===== src/rtl/siso_prbs_tester_pkg.sv =====
// Shared constants and helpers for the SISO PRBS tester and its checker.
// Helpers work on a fixed maximum width; callers zero-extend and truncate.
package siso_prbs_tester_pkg;

    localparam int unsigned MAX_W = 32;

    // Maximal-length feedback masks (bit k set = state bit k tapped)
    localparam logic [7:0]  TAPS_W8  = 8'hB8;
    localparam logic [15:0] TAPS_W16 = 16'hB400;
    localparam logic [4:0]  TAPS_W5  = 5'h14;

    // Johnson step for a w-bit counter held in the low bits of j
    function automatic logic [MAX_W-1:0] johnson_next(input logic [MAX_W-1:0] j,
                                                      input int unsigned w);
        logic [MAX_W-1:0] mask;
        mask = '0;
        for (int unsigned i = 0; i < MAX_W; i++) begin
            if (i < w) mask[i] = 1'b1;
        end
        return {j[MAX_W-2:0], ~j[w-1]} & mask;
    endfunction

    function automatic logic lfsr_fb(input logic [MAX_W-1:0] state,
                                     input logic [MAX_W-1:0] taps);
        return ^(state & taps);
    endfunction

endpackage


===== src/rtl/prbs_checker.sv =====
// Self-synchronising PRBS checker: predicts each incoming bit from the last
// W received bits, tracks a match run for lock, and counts errors while locked.
module prbs_checker
    import siso_prbs_tester_pkg::*;
#(
    parameter int unsigned  W        = 8,
    parameter logic [W-1:0] TAPS     = TAPS_W8,
    parameter int unsigned  LOCK_RUN = 16,
    parameter int unsigned  ERRCNT_W = 8
) (
    input  logic                clk,
    input  logic                rst_n,
    input  logic                step,
    input  logic                din,
    output logic                locked,
    output logic                err_pulse,
    output logic [ERRCNT_W-1:0] err_count
);

    localparam int unsigned       RUN_W    = $clog2(LOCK_RUN + 1);
    localparam logic [RUN_W-1:0]  RUN_MAX  = RUN_W'(LOCK_RUN);
    localparam logic [MAX_W-1:0]  TAPS_EXT = MAX_W'(TAPS);

    logic [W-1:0]        c_q, c_d;
    logic [RUN_W-1:0]    run_q, run_d;
    logic                locked_q, locked_d;
    logic                err_pulse_q, err_pulse_d;
    logic [ERRCNT_W-1:0] err_count_q, err_count_d;
    logic                predicted;

    assign predicted = lfsr_fb(MAX_W'(c_q), TAPS_EXT);

    always_comb begin
        c_d         = c_q;
        run_d       = run_q;
        locked_d    = locked_q;
        err_pulse_d = 1'b0;
        err_count_d = err_count_q;
        if (step) begin
            // History always shifts, even on a mismatch, so the checker resyncs
            c_d = {c_q[W-2:0], din};
            if (c_q == '0) begin
                run_d = '0;
            end else if (predicted == din) begin
                if (run_q != RUN_MAX) run_d = run_q + 1'b1;
                if (run_d == RUN_MAX) locked_d = 1'b1;
            end else begin
                run_d    = '0;
                locked_d = 1'b0;
                if (locked_q) begin
                    err_pulse_d = 1'b1;
                    if (err_count_q != '1) err_count_d = err_count_q + 1'b1;
                end
            end
        end
    end

    always_ff @(posedge clk or negedge rst_n) begin
        if (!rst_n) begin
            c_q         <= '0;
            run_q       <= '0;
            locked_q    <= 1'b0;
            err_pulse_q <= 1'b0;
            err_count_q <= '0;
        end else begin
            c_q         <= c_d;
            run_q       <= run_d;
            locked_q    <= locked_d;
            err_pulse_q <= err_pulse_d;
            err_count_q <= err_count_d;
        end
    end

    assign locked    = locked_q;
    assign err_pulse = err_pulse_q;
    assign err_count = err_count_q;

endmodule


===== src/rtl/siso_prbs_tester.sv =====
// LFSR pattern source, Johnson-paced stepping, SISO delay line and a PRBS
// checker on the delay-line output.
module siso_prbs_tester
    import siso_prbs_tester_pkg::*;
#(
    parameter int unsigned       LFSR_W    = 8,
    parameter logic [LFSR_W-1:0] LFSR_TAPS = TAPS_W8,
    parameter int unsigned       DEPTH     = 16,
    parameter int unsigned       JOHNSON_W = 4,
    parameter int unsigned       ERRCNT_W  = 8,
    parameter int unsigned       LOCK_RUN  = 16
) (
    input  logic                 clk,
    input  logic                 rst_n,
    input  logic                 lfsr_en,
    input  logic                 slow,
    input  logic                 din_sel,
    input  logic                 d_in,
    input  logic                 seed_load,
    input  logic [LFSR_W-1:0]    seed,
    output logic                 d_out,
    output logic [JOHNSON_W-1:0] johnson,
    output logic                 lfsr_bit,
    output logic                 lfsr_period,
    output logic [LFSR_W-1:0]    lfsr_state,
    output logic                 locked,
    output logic                 err_pulse,
    output logic [ERRCNT_W-1:0]  err_count
);

    localparam logic [MAX_W-1:0] TAPS_EXT = MAX_W'(LFSR_TAPS);

    logic [JOHNSON_W-1:0] johnson_q, johnson_d;
    logic [LFSR_W-1:0]    lfsr_q, lfsr_d;
    logic                 in_q, in_d;
    logic [DEPTH-1:0]     sr_q, sr_d;
    logic                 step;

    // SLOW is not registered so a mode change applies in the same cycle
    assign step = slow ? (johnson_q == '0) : 1'b1;

    always_comb begin
        johnson_d = JOHNSON_W'(johnson_next(MAX_W'(johnson_q), JOHNSON_W));
    end

    always_comb begin
        lfsr_d = lfsr_q;
        if (seed_load) begin
            lfsr_d = (seed == '0) ? '1 : seed;
        end else if (lfsr_q == '0) begin
            lfsr_d = '1;
        end else if (step && lfsr_en) begin
            lfsr_d = {lfsr_q[LFSR_W-2:0], lfsr_fb(MAX_W'(lfsr_q), TAPS_EXT)};
        end
    end

    always_comb begin
        in_d = in_q;
        sr_d = sr_q;
        if (step) begin
            in_d = din_sel ? lfsr_q[LFSR_W-1] : d_in;
            for (int i = int'(DEPTH) - 1; i > 0; i--) begin
                sr_d[i] = sr_q[i-1];
            end
            sr_d[0] = in_q;
        end
    end

    always_ff @(posedge clk or negedge rst_n) begin
        if (!rst_n) begin
            johnson_q <= '0;
            lfsr_q    <= '1;
            in_q      <= 1'b0;
            sr_q      <= '0;
        end else begin
            johnson_q <= johnson_d;
            lfsr_q    <= lfsr_d;
            in_q      <= in_d;
            sr_q      <= sr_d;
        end
    end

    prbs_checker #(
        .W        (LFSR_W),
        .TAPS     (LFSR_TAPS),
        .LOCK_RUN (LOCK_RUN),
        .ERRCNT_W (ERRCNT_W)
    ) u_checker (
        .clk       (clk),
        .rst_n     (rst_n),
        .step      (step),
        .din       (sr_q[DEPTH-1]),
        .locked    (locked),
        .err_pulse (err_pulse),
        .err_count (err_count)
    );

    assign d_out       = sr_q[DEPTH-1];
    assign johnson     = johnson_q;
    assign lfsr_bit    = lfsr_q[LFSR_W-1];
    assign lfsr_period = (lfsr_q == '1);
    assign lfsr_state  = lfsr_q;

endmodule


===== config.mk =====
export PLATFORM = sky130hd
export DESIGN_NAME = siso_prbs_tester
export DESIGN_NICKNAME = d
export VERILOG_FILES = /design/src/rtl/siso_prbs_tester_pkg.sv /design/src/rtl/prbs_checker.sv /design/src/rtl/siso_prbs_tester.sv
export SDC_FILE = /design/constraint.sdc
export NUM_CORES = 1
export LEC_CHECK = 0
export ABC_AREA = 1
export ABC_CLOCK_PERIOD_IN_PS = 1400
export CAP_MARGIN = 40
export CORE_UTILIZATION = 49
export CTS_BUF_LIST = sky130_fd_sc_hd__clkbuf_16
export DETAILED_ROUTE_END_ITERATION = 16
export PLACE_DENSITY = 0.82
export SYNTH_ARGS = -nofsm -noshare
export SYNTH_HDL_FRONTEND = slang
export SYNTH_SLANG_ARGS = --single-unit

===== constraint.sdc =====
create_clock -name clk -period 1.4 [get_ports clk]
set_input_delay 0.14 -clock clk [delete_from_list [all_inputs] [get_ports clk]]
set_output_delay 0.14 -clock clk [all_outputs]
set_load 0.1 [all_outputs]

Word level (Yosys, flattened, before mapping). Index checks and enable logic that the tools add are counted.

Bits in writable memories: 0. Bits in latches: 0. Memory bits (read-only): 0. Output and inout bits: 25. Flip-flop bits (word level): 52. Word-level logic and storage cells: 48. Input port bits: 15. Memories kept: 0.

Equal/unequal tests: 6. Multiply operators: 0. $add $sub $neg: 2. Bitwise gates (word level): 3. Muxes and demuxes: 18. Reduce and logical (&&, ||, !) cells: 10. Order comparisons: 0. Shift operators: 0. Div/mod/pow operators: 0.

Operators by type and width (count): $reduce_xor 32->1 (2); $mux 8 (4); $mux 5 (6); $logic_not 8->1 (3); $add 8x1->8 const B (1); $eq 8x8->1 const B (1); $mux 1 (8); $ne 8x8->1 const B (1); $add 5x1->5 const B (1); $eq 5x5->1 const B (1); $ne 5x5->1 const B (1); $reduce_and 5->1 (1); $logic_not 4->1 (1); $not 1->1 (3); $reduce_and 3->1 (1); $reduce_bool 3->1 (1); $ne 2x2->1 const B (1); $eq 1x1->1 (1); $logic_and 1x1->1 (1).

Depth between registers and ports, before layout. Gate-level depths: netlist of run 1.

Word-level depth: 8. Gate-level depth with buffers: 10. Depth with buffers taken out: 10.

Modules after synthesis. Synthesis of run 1 repeated with hierarchy kept, for this count alone.

Cell total of the unflattened synthesis: 349. Area total of the unflattened synthesis: 2860.2 um^2.

By module, submodules not included: siso_prbs_tester (instances 1, seq. area each 735.7 um^2, cells each 175, area an instance 1508.9 um^2); prbs_checker (instances 1, seq. area each 575.6 um^2, cells each 174, area an instance 1351.3 um^2).

Worst setup path after synthesis of run 1. Ideal clock, no wire load.

Path type: register to output. From: register lfsr_q[7] (netlist: lfsr_state[7]). To: output port lfsr_period. Required time: 1.260 ns. Cell stages (with the launch flop): 4. Path buffers: 1. Arrival: 4.044 ns. Setup slack: -2.784 ns. Cell sequence: dfstp_2 -> buf_2 -> nand4_1 -> nor4_1.

Longest elaborated chain between the ends: 1.

RTL lines: start: declaration (RTL line siso_prbs_tester.sv:34) `logic [LFSR_W-1:0] lfsr_q, lfsr_d;`; start signal: assignment (RTL line siso_prbs_tester.sv:77) `lfsr_q <= lfsr_d;`; $eq 8x8->1 (RTL line siso_prbs_tester.sv:101) `assign lfsr_period = (lfsr_q == '1);`; end: declaration (RTL line siso_prbs_tester.sv:24) `output logic lfsr_period,`.

Every way passes these cells.

Worst setup path after layout of run 1.
From: register lfsr_q[5] (netlist: lfsr_state[5]). To: output port lfsr_period.

The elaborated chain is that of the path after synthesis.

==> results of run 1 <==
[synthesized netlist by cell type]
| library cell | number |
|---|---|
| sky130_fd_sc_hd__and2_2 | 1 |
| sky130_fd_sc_hd__nor4_1 | 1 |
| sky130_fd_sc_hd__nand2_4 | 1 |
| sky130_fd_sc_hd__dfrtp_1 | 44 |
| sky130_fd_sc_hd__clkinv_2 | 1 |
| sky130_fd_sc_hd__nand3_1 | 21 |
| sky130_fd_sc_hd__a21oi_1 | 11 |
| sky130_fd_sc_hd__o21bai_1 | 1 |
| sky130_fd_sc_hd__nand3_4 | 1 |
| sky130_fd_sc_hd__o21ai_1 | 3 |
| sky130_fd_sc_hd__inv_2 | 2 |
| sky130_fd_sc_hd__o21ai_0 | 17 |
| sky130_fd_sc_hd__xnor2_1 | 3 |
| sky130_fd_sc_hd__mux2i_1 | 1 |
| sky130_fd_sc_hd__nor2_2 | 1 |
| sky130_fd_sc_hd__clkbuf_2 | 1 |
| sky130_fd_sc_hd__buf_2 | 3 |
| sky130_fd_sc_hd__nand2_1 | 87 |
| sky130_fd_sc_hd__nor2_1 | 24 |
| sky130_fd_sc_hd__buf_6 | 1 |
| sky130_fd_sc_hd__ha_1 | 6 |
| sky130_fd_sc_hd__nor3_1 | 1 |
| sky130_fd_sc_hd__a21oi_4 | 1 |
| sky130_fd_sc_hd__nand2_2 | 5 |
| sky130_fd_sc_hd__nand4_1 | 19 |
| sky130_fd_sc_hd__buf_4 | 6 |
| sky130_fd_sc_hd__o22ai_1 | 3 |
| sky130_fd_sc_hd__inv_1 | 51 |
| sky130_fd_sc_hd__clkbuf_1 | 2 |
| sky130_fd_sc_hd__xor2_1 | 3 |
| sky130_fd_sc_hd__mux2_2 | 1 |
| sky130_fd_sc_hd__clkinv_1 | 1 |
| sky130_fd_sc_hd__nor2_4 | 1 |
| sky130_fd_sc_hd__dfstp_2 | 8 |
[timing repair]
action / 4_1_cts / 5_1_grt
setup buffers: 5 / 6
gates resized for setup: 27 / 52
pin swaps: 18 / 17
hold buffers: 1 / 0
gates cloned: 1 / 0
endpoints found under the setup margin: 45 / 40
hold endpoints to repair: 44 / 0
[area by class of cell]
type	count	area (um^2)	area share [%]
clock buffers	5	125.1	2.911
clock inverters	3	42.54	0.9898
inverters	55	214.0	4.978
multi-input cells	214	1384	32.20
flip-flops and latches	52	1363	31.70
well taps	70	87.58	2.038
repair buffers	86	1082	25.18
[registers in the layout (all words and copies together), names as in the netlist]
name / flops
in_q: 1
johnson: 4
lfsr_state: 8
sr_q: 16
u_checker.c_q: 8
u_checker.err_count: 8
u_checker.err_pulse: 1
u_checker.locked: 1
u_checker.run_q: 5
[power groups by stage]
stage                     Clock, W  Combinational, W  Sequential, W
after floorplan                  0          0.000760        0.00251
after global placement           0           0.00203        0.00197
after detailed placement         0           0.00207        0.00198
after CTS                  0.00140           0.00225        0.00195
after global routing       0.00146           0.00264        0.00201
final                      0.00139           0.00248        0.00199
[kinds of logic (layout without fill, tap and decap cells)]
| kind of cell | after synthesis | in the layout | synth area share (%) |
|---|---|---|---|
| AOI/OAI and AO/OA | 36 | 36 | 7.359 |
| xor gates and xnor gates | 6 | 6 | 1.957 |
| adders and majority gates | 6 | 6 | 2.795 |
| buffers and inverters | 68 | 149 | 10.85 |
| DFF | 52 | 52 | 48.81 |
| muxes | 2 | 2 | 0.7918 |
| and+or+nand+nor | 163 | 164 | 27.43 |
[path summary, 6_finish.rpt]
check                                      to  slack [ns]  depth (start not counted)
min in group clk                lfsr_state[3]        0.50                          5
worst max-delay path              lfsr_period       -0.37                          4
max in group asynchronous       lfsr_state[7]        0.75                          3
worst max register to register  lfsr_state[7]       -0.33                         10
worst min register to register        sr_q[9]        0.50                          2
worst min-delay path                  sr_q[0]        0.37                          3
[through the flow]
stage          utilization [%]  TNS, ns  setup WS, ns  hold slack, ns
6_report                 82.57   -6.014       -0.3657          0.3685
2_1_floorplan                -   -4.182       -0.9186         -0.1556
3_3_place_gp             72.72   -2.466       -0.1492          0.1470
5_1_grt                  82.57   -7.944       -0.3927          0.4062
4_1_cts                  78.75   -4.705       -0.3502          0.3764
3_5_place_dp             72.72   -4.187       -0.2468          0.1483
[worst max-delay path, cell delays in order (launching register included)]
cell and delay, ns:
sky130_fd_sc_hd__dfstp_4 0.64, sky130_fd_sc_hd__ha_4 0.14, sky130_fd_sc_hd__nand4_1 0.11, sky130_fd_sc_hd__nor4_4 0.23
sky130_fd_sc_hd__buf_12 0.22
[per-layer routing]
layer / vias up / track usage [%]
met5: - / 0
met4: 0 / 9.423
met3: 39 / 5.030
met2: 134 / 49.27
met1: 1303 / 32.46
li1: 1215 / -
==> results, run 1 <==
- The root cell of the clock tree is sky130_fd_sc_hd__clkbuf_16.
- The peak fanout along the critical path is 2.
- STA classifies the critical path endpoint as an output port.
- Sequential elements use 48.81% of the synthesized area.
- The cell count after placement is 467.
- In the detailed route, the total length drawn on met2 is 4456 um.
- The post-layout minimum cycle time is 1.766 ns.
- After synthesis the cells add up to 2686 um^2.
- The fill cell instance count of the final layout is 265.
- The share of the cycle needed by the critical path after routing is 126.1%.
- The total DRC errors in the routed layout is 0.
- The floorplan has 26 rows.
- After detailed routing, the wire length on met1 is 3222 um.
- The first global-routing pass estimated 12,420 um of wire.
- The arrival time of data at the critical path endpoint is 1.63 ns.
- After legalization and detailed placement, the total HPWL measured 4451 um.
- Once detail routing completed, the nets flagged for antenna violations numbered 0.
- In this run the top signal layer used is met4.
- The total design power is 0.005866 W.
- Relative to the synthesized area, the layout overhead comes to 59.99%.
- At the pin with the least slew margin, the transition time is 0.3474 ns.
- Setup slack on the critical path of the routed design comes to -0.3657 ns.
- The share of synthesized area in the top cell type comes to 40.99%.
- The TritonCTS buffer count is 5.
- The cell area after layout is 4298 um^2.
- The H-tree was split into 2 levels.
- Global routing used 27.24% of the available tracks.
- The number of nets at the end of the flow is 435.
- The synthesized area per cell is 8.067 um^2.
- The routed length on met3 is 486 um.
- Dividing the detail-routed wire length by the instance count gives 17.64 um.
- Dividing total power by cell area gives a power density of 1365 nW/um^2.
- The checks that failed: setup timing.
- The total detailed-routing wirelength is 8555 um.
- The instance count of the mapped netlist is 333.
- The die width is 76.04 um.
- Once layout is complete, the cells apart from fillers number 485.
- The number of DRC markers after the initial detailed-route iteration is 204.
- The startpoint of the most critical register-to-register path is lfsr_state[4].
- The classification of the worst-slack hold path is in -> async.
- The largest total area in the synthesized netlist belongs to sky130_fd_sc_hd__dfrtp_1.
- Setup violations remaining at the end of the flow were counted as 28.
- Measured along the y axis, the die boundary spans 76.04 um.
- The number of library cell types mapped by synthesis is 34.
- The TritonCTS clock tree is built.
- The number of antenna diodes is 0.
- The analysis attributes to cell leakage a power of 2.054 nW.
- The routed layout has 2,691 vias.
- Clock-pin slew was measured on the worst setup and hold paths at 0.07 ns.
- The clock network accounts for 23.8% of the total power.
- The critical path in this run is classified as reg -> out.
- The max-slew violation total from the final report was 0.
- Entering global routing, the biggest net connects 53 pins.
- The later pin in the worst-skew pair is clocked with a latency of 0.29 ns.
- The number of detailed-route iterations in the first pass is 5.
- In the layout the commonest cells are 62 x sky130_fd_sc_hd__nand2_1, 44 x sky130_fd_sc_hd__inv_1, 32 x sky130_fd_sc_hd__dfrtp_1, 32 x sky130_fd_sc_hd__buf_4, 29 x sky130_fd_sc_hd__buf_12.
- Setup repair after global routing could not meet its margin everywhere.
- The average via count per standard cell is 5.548.
- The critical path starts at lfsr_state[5].
- Counting flops and latches in the post-synthesis netlist gives 52.
- The share of post-route cells with drive strength above 1 is 42.41%.
- The final estimated routing congestion in global placement is 0.8331.
- The number of antenna violations at the first check in global routing is 0.
- The run finished, with violations left.
- The floorplan step defined a core boundary enclosing 5205 um^2.
- Cell internal power was estimated by the tool at 0.003609 W.
- Summed over all layers, the global routing overflow is 0.
- The initial core utilization is 51.61%.
- STA puts the critical path data required time at 1.26 ns.
- The area after detailed placement is 3785 um^2.
- IR analysis of the VDD net gives a maximum drop of 1.108 mV.
- Synthesis produced a netlist with a net count of 354.
- 40 I/O pins were placed.
- The net load switching power is 0.002257 W.
- The largest clock skew in the final design is 0.006454 ns.
- The relative contribution of combinational cells to total power is 42.3%.
- The commonest non-fill, non-tap cell in the layout is sky130_fd_sc_hd__nand2_1.
- In this run the deepest clock path goes through 2 buffers.
- During synthesis, Yosys emitted a total of 0 warnings.
- The sequential cell fraction of total power is 33.9%.
- The number of max-capacitance violations reported is 0.
- The number of global-route vias before repair is 2,579.
- The proportion of total power due to net switching is 38.48%.
- The final hold violation count is 0.
- The clock net sink count is 52.
- Ranked by total cell area, the synthesized netlist is headed by sky130_fd_sc_hd__dfrtp_1 41%, sky130_fd_sc_hd__nand2_1 12%, sky130_fd_sc_hd__dfstp_2 7.8%.
- The headroom to the max-slew limit is 76.77%.
- During placement, the flow inserted port buffers numbering 39.
- The floorplan die area is 5782 um^2.
- STA classifies the critical path startpoint as a flip-flop.
- Based on the critical path, the design can be clocked at up to 566.3 MHz.
No activity file was read; power rests on OpenSTA's default activity.
==> run 2, diff against run 1 <==
Settings changed: MAX_ROUTING_LAYER from default to met4.
==> results, run 2 (same netlist as run 1, synthesis figures left out) <==
- The TritonCTS buffer count is 5 (unchanged).
- The die width came to 76.04 um (unchanged).
- The required time at the endpoint of the critical path is 1.26 ns (about the same).
- The final estimated routing congestion in global placement was 0.8459 (+1.5%).
- The number of antenna violations at the first check in global routing came to 0 (unchanged).
- The maximum frequency from static timing analysis is 566.6 MHz (about the same).
- The cell count after placement is 467 (unchanged).
- The setup-violating endpoint count in the final report was 28 (unchanged).
- The largest net degree at the start of global routing is 53 (unchanged).
- The overall via count from detail_route is 2,708 (+0.63%).
- The startpoint of the most critical register-to-register path is lfsr_state[4].
- The clock-pin slew on the worst setup and hold paths is 0.07 ns (about the same).
- The final HPWL from detailed placement is 4451 um (unchanged).
- The post-layout minimum cycle time is 1.765 ns (-0.0007910 ns).
- The cell area after layout is 4298 um^2 (unchanged).
- The number of global-route vias before repair is 2,577 (-0.078%).
- The synthesis-to-finish area growth is 59.99% (unchanged).
- The classification of the worst-slack hold path is in -> async.
- The checks that failed: setup timing.
- The peak fanout along the critical path was 2 (unchanged).
- The final worst slack came to -0.3650 ns (+0.0007910 ns).
- The maximum root-to-sink buffer count is 2 (unchanged).
- The arrival time of data at the critical path endpoint is 1.62 ns (about the same).
- The largest clock skew in the final design is 0.007902 ns (+0.001448 ns).
- sr_q holds more flip-flops than any other register.
- The commonest non-fill, non-tap cell in the layout is sky130_fd_sc_hd__nand2_1.
- Leaving out fill and tap cells, the most frequent cells in the layout are 62 x sky130_fd_sc_hd__nand2_1, 44 x sky130_fd_sc_hd__inv_1, 32 x sky130_fd_sc_hd__dfrtp_1, 32 x sky130_fd_sc_hd__buf_4, 29 x sky130_fd_sc_hd__buf_12.
- The flip-flop count of the largest register after layout is 16 (unchanged).
- In this run the critical register-to-register path is captured at lfsr_state[7].
- The final hold violation count is 0 (unchanged).
- The share of the cycle needed by the critical path after routing is 126.1% (about the same).
- The total power divided by cell area is 1367 nW/um^2 (+0.12%).
- The root cell of the clock tree is sky130_fd_sc_hd__clkbuf_16.
- The total DRC errors in the routed layout is 0 (unchanged).
- The total detailed-routing wirelength came to 8583 um (+0.33%).
- The number of buffers inserted by port buffering is 39 (unchanged).
- The area after detailed placement is 3785 um^2 (unchanged).
- The clock net sink count is 52 (unchanged).
- The flow ran to the end, but the final reports show violations.
- The number of DRC markers after the initial detailed-route iteration came to 202 (-0.98%).
- The final routed wire length divided by cell count is 17.70 um (+0.33%).
- The number of antenna diodes is 0 (unchanged).
- The total design power was 0.005873 W (+0.12%).
- The H-tree depth was 2 (unchanged).
- The startpoint type of the worst setup path is a flip-flop.
- The kind of capture point of the worst setup path is an output port.
- The headroom to the max-slew limit is 77.27% (+0.50 points).
- The critical path ends at lfsr_period.
- The residual overflow from global routing is 0 (unchanged).
- The share of post-route cells with drive strength above 1 came to 42.41% (unchanged).
- TritonCTS built the clock tree.
- The number of detailed-route iterations in the first pass is 5 (unchanged).
- The register-to-register setup slack came to -0.32 ns (about the same).
- Setup repair after global routing could not meet its margin everywhere.
- The worst reg-to-reg path cell count was 10 (unchanged).
- The global-route wire length before repair was 12,410 um (about the same).
- The I/O pin count is 40 (unchanged).
- The number of max-capacitance violations reported is 0 (unchanged).
- The core footprint is 5205 um^2 (unchanged).
- The number of nets at the end of the flow is 435 (unchanged).
- The global-route usage over all layers was 28.02% (+0.78 points).
- The final non-filler cell total was 485 (unchanged).
- The leakage dissipation came to 2.054 nW (about the same).
- The fill cell instance count of the final layout was 265 (unchanged).
- The worst supply voltage drop on vdd came to 1.107 mV (about the same).
- The average via count per standard cell was 5.584 (+0.63%).
- The initial core utilization came to 51.61% (unchanged).
- The startpoint of the worst setup timing path is lfsr_state[4].
- The die outline height is 76.04 um (unchanged).
- The path type of the worst setup path is reg -> out.
- The floorplan die area is 5782 um^2 (unchanged).
- The slew at the pin closest to its max-slew limit is 0.3398 ns (-0.007552 ns).
- The floorplan row count is 26 (unchanged).
- The max-slew violation total from the final report is 0 (unchanged).
- The clock insertion delay at the later pin of the skew report is 0.29 ns (about the same).
- The number of nets with antenna violations after routing is 0 (unchanged).
## run 2: cell counts in the layout (fill, tap and decap cells not counted)
Identical to the previous run, type by type.
## run 2: per-stage QoR
step	worst slack, ns	TNS [ns]	utilization, %	hold WS, ns
3_5_place_dp	-0.2468	-4.187	72.72	0.1483
3_3_place_gp	-0.1492	-2.466	72.72	0.1470
4_1_cts	-0.3502	-4.705	78.75	0.3764
6_report	-0.3650	-5.998	82.57	0.3705
2_1_floorplan	-0.9186	-4.182	-	-0.1556
5_1_grt	-0.3920	-7.927	82.57	0.4078
## run 2: area by class of cell
cell class / instances / area, um^2 / area share, %
Multi-Input combinational cell: 214 / 1384 / 32.20
Sequential cell: 52 / 1363 / 31.70
Timing Repair Buffer: 86 / 1082 / 25.18
Inverter: 55 / 214.0 / 4.978
Clock buffer: 5 / 125.1 / 2.911
Tap cell: 70 / 87.58 / 2.038
Clock inverter: 3 / 42.54 / 0.9898
## run 2: per-layer routing
metal / vias up / global-route usage, % / share of wire, %
met5: - / - / 0
met3: 34 / 5.030 / 6.2
met1: 1314 / 32.30 / 37
li1: 1217 / - / -
met2: 143 / 49.36 / 53
met4: 0 / 9.423 / 3.7
## run 2: worst min path at each step
stage	slack [ns]	startpoint	cells past startpoint	endpoint
floorplan	-0.16	rst_n	0	in_q
global placement	0.15	rst_n	2	sr_q[9]
detailed placement	0.15	rst_n	2	sr_q[9]
CTS	0.38	rst_n	3	sr_q[9]
global route	0.41	rst_n	3	sr_q[12]
finish	0.37	rst_n	3	sr_q[0]
## run 2: timing repair
item                                   in CTS  in global routing
pin swaps                                  18                 16
resized for setup                          27                 52
endpoints found under the hold margin      44                  0
buffers inserted                            5                  6
gates cloned                                1                  0
hold buffers                                1                  0
setup endpoints to repair                  45                 40
## run 2: worst max-delay path, cell delays in order (launching register included)
cell and delay [ns]:
sky130_fd_sc_hd__dfstp_4 0.64, sky130_fd_sc_hd__ha_4 0.13, sky130_fd_sc_hd__nand4_1 0.11, sky130_fd_sc_hd__nor4_4 0.23
sky130_fd_sc_hd__buf_12 0.22
## run 2: where the power goes
part,switching (W),leakage [nW],internal (W)
Combinational,0.00150,1.35,0.000981
Clock,0.000554,0.0856,0.000844
Sequential,0.000209,0.621,0.00178
Total,0.00226,2.05,0.00361
==> run 3, diff against run 2 <==
Settings changed: MAX_ROUTING_LAYER met4 to default.
==> results of run 3 <==
The final DEF is identical to that of run 1; final timing and power are the same.
==> patch 1, RTL diff (config.mk and constraints of run 3) <==
The parameter `JOHNSON_W` goes from 4 to 5.
--- a/src/rtl/siso_prbs_tester.sv
+++ b/src/rtl/siso_prbs_tester.sv
@@ -7,5 +7,5 @@
     parameter logic [LFSR_W-1:0] LFSR_TAPS = TAPS_W8,
     parameter int unsigned       DEPTH     = 16,
-    parameter int unsigned       JOHNSON_W = 4,
+    parameter int unsigned       JOHNSON_W = 5,
     parameter int unsigned       ERRCNT_W  = 8,
     parameter int unsigned       LOCK_RUN  = 16
Interface: changed (resized johnson); port bits go from 40 to 41. The function was not compared with the original's and may differ.
==> patch 1 against run 3 <==
  * The run still ends with setup timing left
  * Area after synthesis up 0.23%
  * Total power down 3.7%
  * Maximum frequency up 2.9%
  * First-iteration DRC count down 27%
  * Wire length down 15%
  * Worst setup slack better by 0.049 ns
  * Sequential cell count up 1
  * Design area down 2.5%
  * Critical endpoint unchanged
  * Largest cell class is now sequential cells
  * Largest power group unchanged
==> patch 1: results <==
metrics = {
    "status": {
        "outcome": "finished with violations",
        "violations": "setup timing",
    },
    "yosys": {
        "syn-num-nets": 358,
        "synthTopCellsByCount": "102 x nand2_1, 45 x dfrtp_1, 41 x inv_1, 39 x nor2_1, 17 x nand3_1",
        "ys_seq_area_share_pct": 49.6,
    },
    "cells_and_area": {
        "drive_gt1_share_pct": 36.6,
        "layout.nets": 438,
        "final_cells": 488,
    },
    "place": {
        "routabilityCongestion": 0.869,
        "dpl_cell_area_um2": 3830,
        "io_buffers": 40,
        "dpl.hpwl_mm": 4.64,
        "place_inst": 471,
        "dp_slack_ns": -0.191,
    },
    "critical_path": {
        "r2r-end": "u_checker.err_count[7]$_DFFE_PN0P_",
        "arrival_ns": 1.58,
        "r2r_slack_ns": -0.27,
        "rr_startpoint": "u_checker.c_q[5]$_DFFE_PN0P_",
    },
    "sta": {
        "worst-slew-pin-transition_ns": 0.448,
        "setup_tns_ns": -5.02,
        "finClkSkew_ns": 0.00371,
        "setup-violations-final": 29,
        "worst_slack_ns": -0.316,
    },
    "grt": {
        "grt_max_degree": 23,
        "grt_first_pass_wirelength_mm": 11.4,
        "grt_pass1_vias": 2489,
    },
    "power_and_ir_drop": {
        "pwr-share-seq_pct": 35.5,
        "power_mw": 5.65,
    },
    "cts": {
        "postCtsSetupBuffers": 3,
    },
    "routing": {
        "viasPerCell": 5.24,
        "wl_mm": 7.25,
        "drtPass1Iterations": 4,
        "drt_iter0_markers": 148,
    },
}
## patch 1: changes by cell type in the layout (fill, tap and decap cells not counted), sizes merged, moves of 2 or more
cell / change
buf: -2
inv: -11
nand2: +10
nand3: -4
nand3b: +2
nand4: -5
nor2: +14
o21ai: -4
xor2: +2
## patch 1: layer usage
layer,global-route usage (%),vias to the layer above,share of wire (%)
met5,0,-,0
met3,4.55,25,3.9
met2,46.4,75,53
li1,-,1226,-
met1,28.5,1233,40
met4,7.69,0,3.1
## patch 1: cell families after synthesis
family	count (synthesis)	share of synthesized area (%)
buffers and inverters	55	8.88
AOI/OAI and AO/OA	33	6.74
xor gates and xnor gates	7	2.28
adders and majority gates	6	2.79
DFF	53	49.6
and+or+nand+nor	182	29.3
muxes	1	0.418
## patch 1: layout make-up
class	count	area, µm²
clock buffer	5	125
clock inverter	3	21.3
fill	293	1010
inverter	43	171
multi-input combinational	229	1310
sequential	53	1390
tap	70	87.6
timing repair buffer	85	1080
## patch 1: worst max path at each step
| stage | start | endpoint | slack, ns | cells after the start |
|---|---|---|---|---|
| after detailed placement | u_checker.c_q[5]$_DFFE_PN0P_ | u_checker.err_count[0]$_DFFE_PN0P_ | -0.19 | 10 |
| after CTS | lfsr_state[4]$_DFFE_PN1P_ | lfsr_period | -0.32 | 4 |
| after floorplan | lfsr_state[4]$_DFFE_PN1P_ | lfsr_period | -0.92 | 3 |
| after global placement | u_checker.c_q[4]$_DFFE_PN0P_ | u_checker.err_count[5]$_DFFE_PN0P_ | -0.12 | 10 |
| after global routing | lfsr_state[4]$_DFFE_PN1P_ | lfsr_period | -0.38 | 4 |
| final | lfsr_state[6]$_DFFE_PN1P_ | lfsr_period | -0.32 | 4 |
==> patch 2, RTL diff (config.mk and constraints of run 3) <==
Made on the original files. Register the output `err_count`; this adds one clock of latency there. The other outputs are not delayed to match.
--- a/src/rtl/siso_prbs_tester.sv
+++ b/src/rtl/siso_prbs_tester.sv
@@ -30,4 +30,6 @@
 
     localparam logic [MAX_W-1:0] TAPS_EXT = MAX_W'(LFSR_TAPS);
+
+    logic [ERRCNT_W-1:0] err_count_c;
 
     logic [JOHNSON_W-1:0] johnson_q, johnson_d;
@@ -93,5 +95,5 @@
         .locked    (locked),
         .err_pulse (err_pulse),
-        .err_count (err_count)
+        .err_count (err_count_c)
     );
 
@@ -102,4 +104,8 @@
     assign lfsr_state  = lfsr_q;
 
+    always_ff @(posedge clk) begin
+        err_count <= err_count_c;
+    end
+
 endmodule
 
Formal check against the unedited RTL: same outputs for any inputs over 10 cycles, from zero or initial values and one cycle with rst_n low; that may be too few to reach the edited logic, so the function may still have changed.
==> patch 2 against run 3 <==
  * The flow still finishes with violations (setup timing)
  * Sequential cell count increased by 8
  * Area after synthesis increased by 5.8%
  * Design area increased by 8.3%
  * Sequential power increased by 14%
  * Clock power increased by 59%
  * Wire length increased by 20%
  * Hold slack got worse by 0.048 ns
  * Maximum frequency decreased by 9.4%
  * Critical path depth unchanged
  * Worst setup slack got worse by 0.18 ns
  * Total power increased by 21%
  * Largest cell class is now sequential cells
  * Largest power group unchanged
  * Highest routed layer unchanged
==> patch 2: results <==
metrics = {
    "cells_and_area": {
        "final_cells": 508,
        "layout.nets": 452,
    },
    "yosys": {
        "syn-num-nets": 359,
        "synth_compound_area_share_pct": 8.32,
        "synth.area.mux_share_pct": 0.748,
        "synthTopCellsByCount": "77 x nand2_1, 45 x inv_1, 44 x dfrtp_1, 30 x nor2_1, 24 x nand3_1",
        "synth_xor_area_share_pct": 2.16,
        "synth_area_leaders": "dfrtp_1 39%, nand2_1 10%, dfstp_2 7.4%, inv_1 5.9%, dfxtp_1 5.6%",
    },
    "sta": {
        "finClkSkew_ns": 0.00746,
        "worst_slack_ns": -0.549,
        "slew_headroom_pct": 70.8,
        "setup-violations-final": 39,
    },
    "power_and_ir_drop": {
        "ir_drop_mv": 1.10,
        "combPwrFrac_pct": 37.0,
        "cellPowerDensity_nw_per_um2": 1520,
        "power.internal_mw": 4.47,
        "p_clk_share_pct": 31.1,
    },
    "place": {
        "routabilityCongestion": 0.860,
        "dpl.hpwl_mm": 4.60,
        "dp_slack_ns": -0.268,
    },
    "status": {
        "violations": "setup timing",
        "outcome": "finished with violations",
    },
    "cts": {
        "cts_buffers": 9,
    },
    "critical_path": {
        "r2r-end": "u_checker.err_count[2]$_DFFE_PN0P_",
    },
    "routing": {
        "drt-met1-wl_mm": 3.48,
        "drt_iter0_markers": 318,
        "num_vias": 3018,
        "wl_mm": 10.3,
    },
    "grt": {
        "grt_first_pass_wirelength_mm": 14.0,
        "grt_max_degree": 34,
    },
}
## patch 2: cell count changes in the layout (fill, tap and decap cells not counted), sizes merged, moves of 7 or more
cell,delta
buf,+7
clkbuf,+7
dfxtp,+8
nand2,-13
o21ai,+7
## patch 2: per-stage QoR
stage	setup TNS [ns]	cell area [µm²]	utilization (%)	hold WS, ns
floorplan	-4.35	2930	-	-0.156
global route	-8.67	4650	84.0	0.380
finish	-6.79	4650	84.0	0.320
detailed placement	-3.65	3850	69.4	0.138
global placement	-2.05	3850	69.4	0.134
CTS	-3.93	4410	79.5	0.328
## patch 2: area by class of cell
class,instances,area [µm²]
Clock buffer,11,275
Clock inverter,5,22.5
Fill cell,262,887
Inverter,49,186
Multi-Input combinational cell,216,1360
Sequential cell,60,1500
Tap cell,72,90.1
Timing Repair Buffer,95,1220
## patch 2: repair_timing
item	4_1_cts	5_1_grt
hold endpoints to repair	44	0
gates resized for setup	40	41
pin swaps	25	15
buffers inserted	8	14
hold buffers	1	0
gates cloned	1	1
endpoints found under the setup margin	26	48
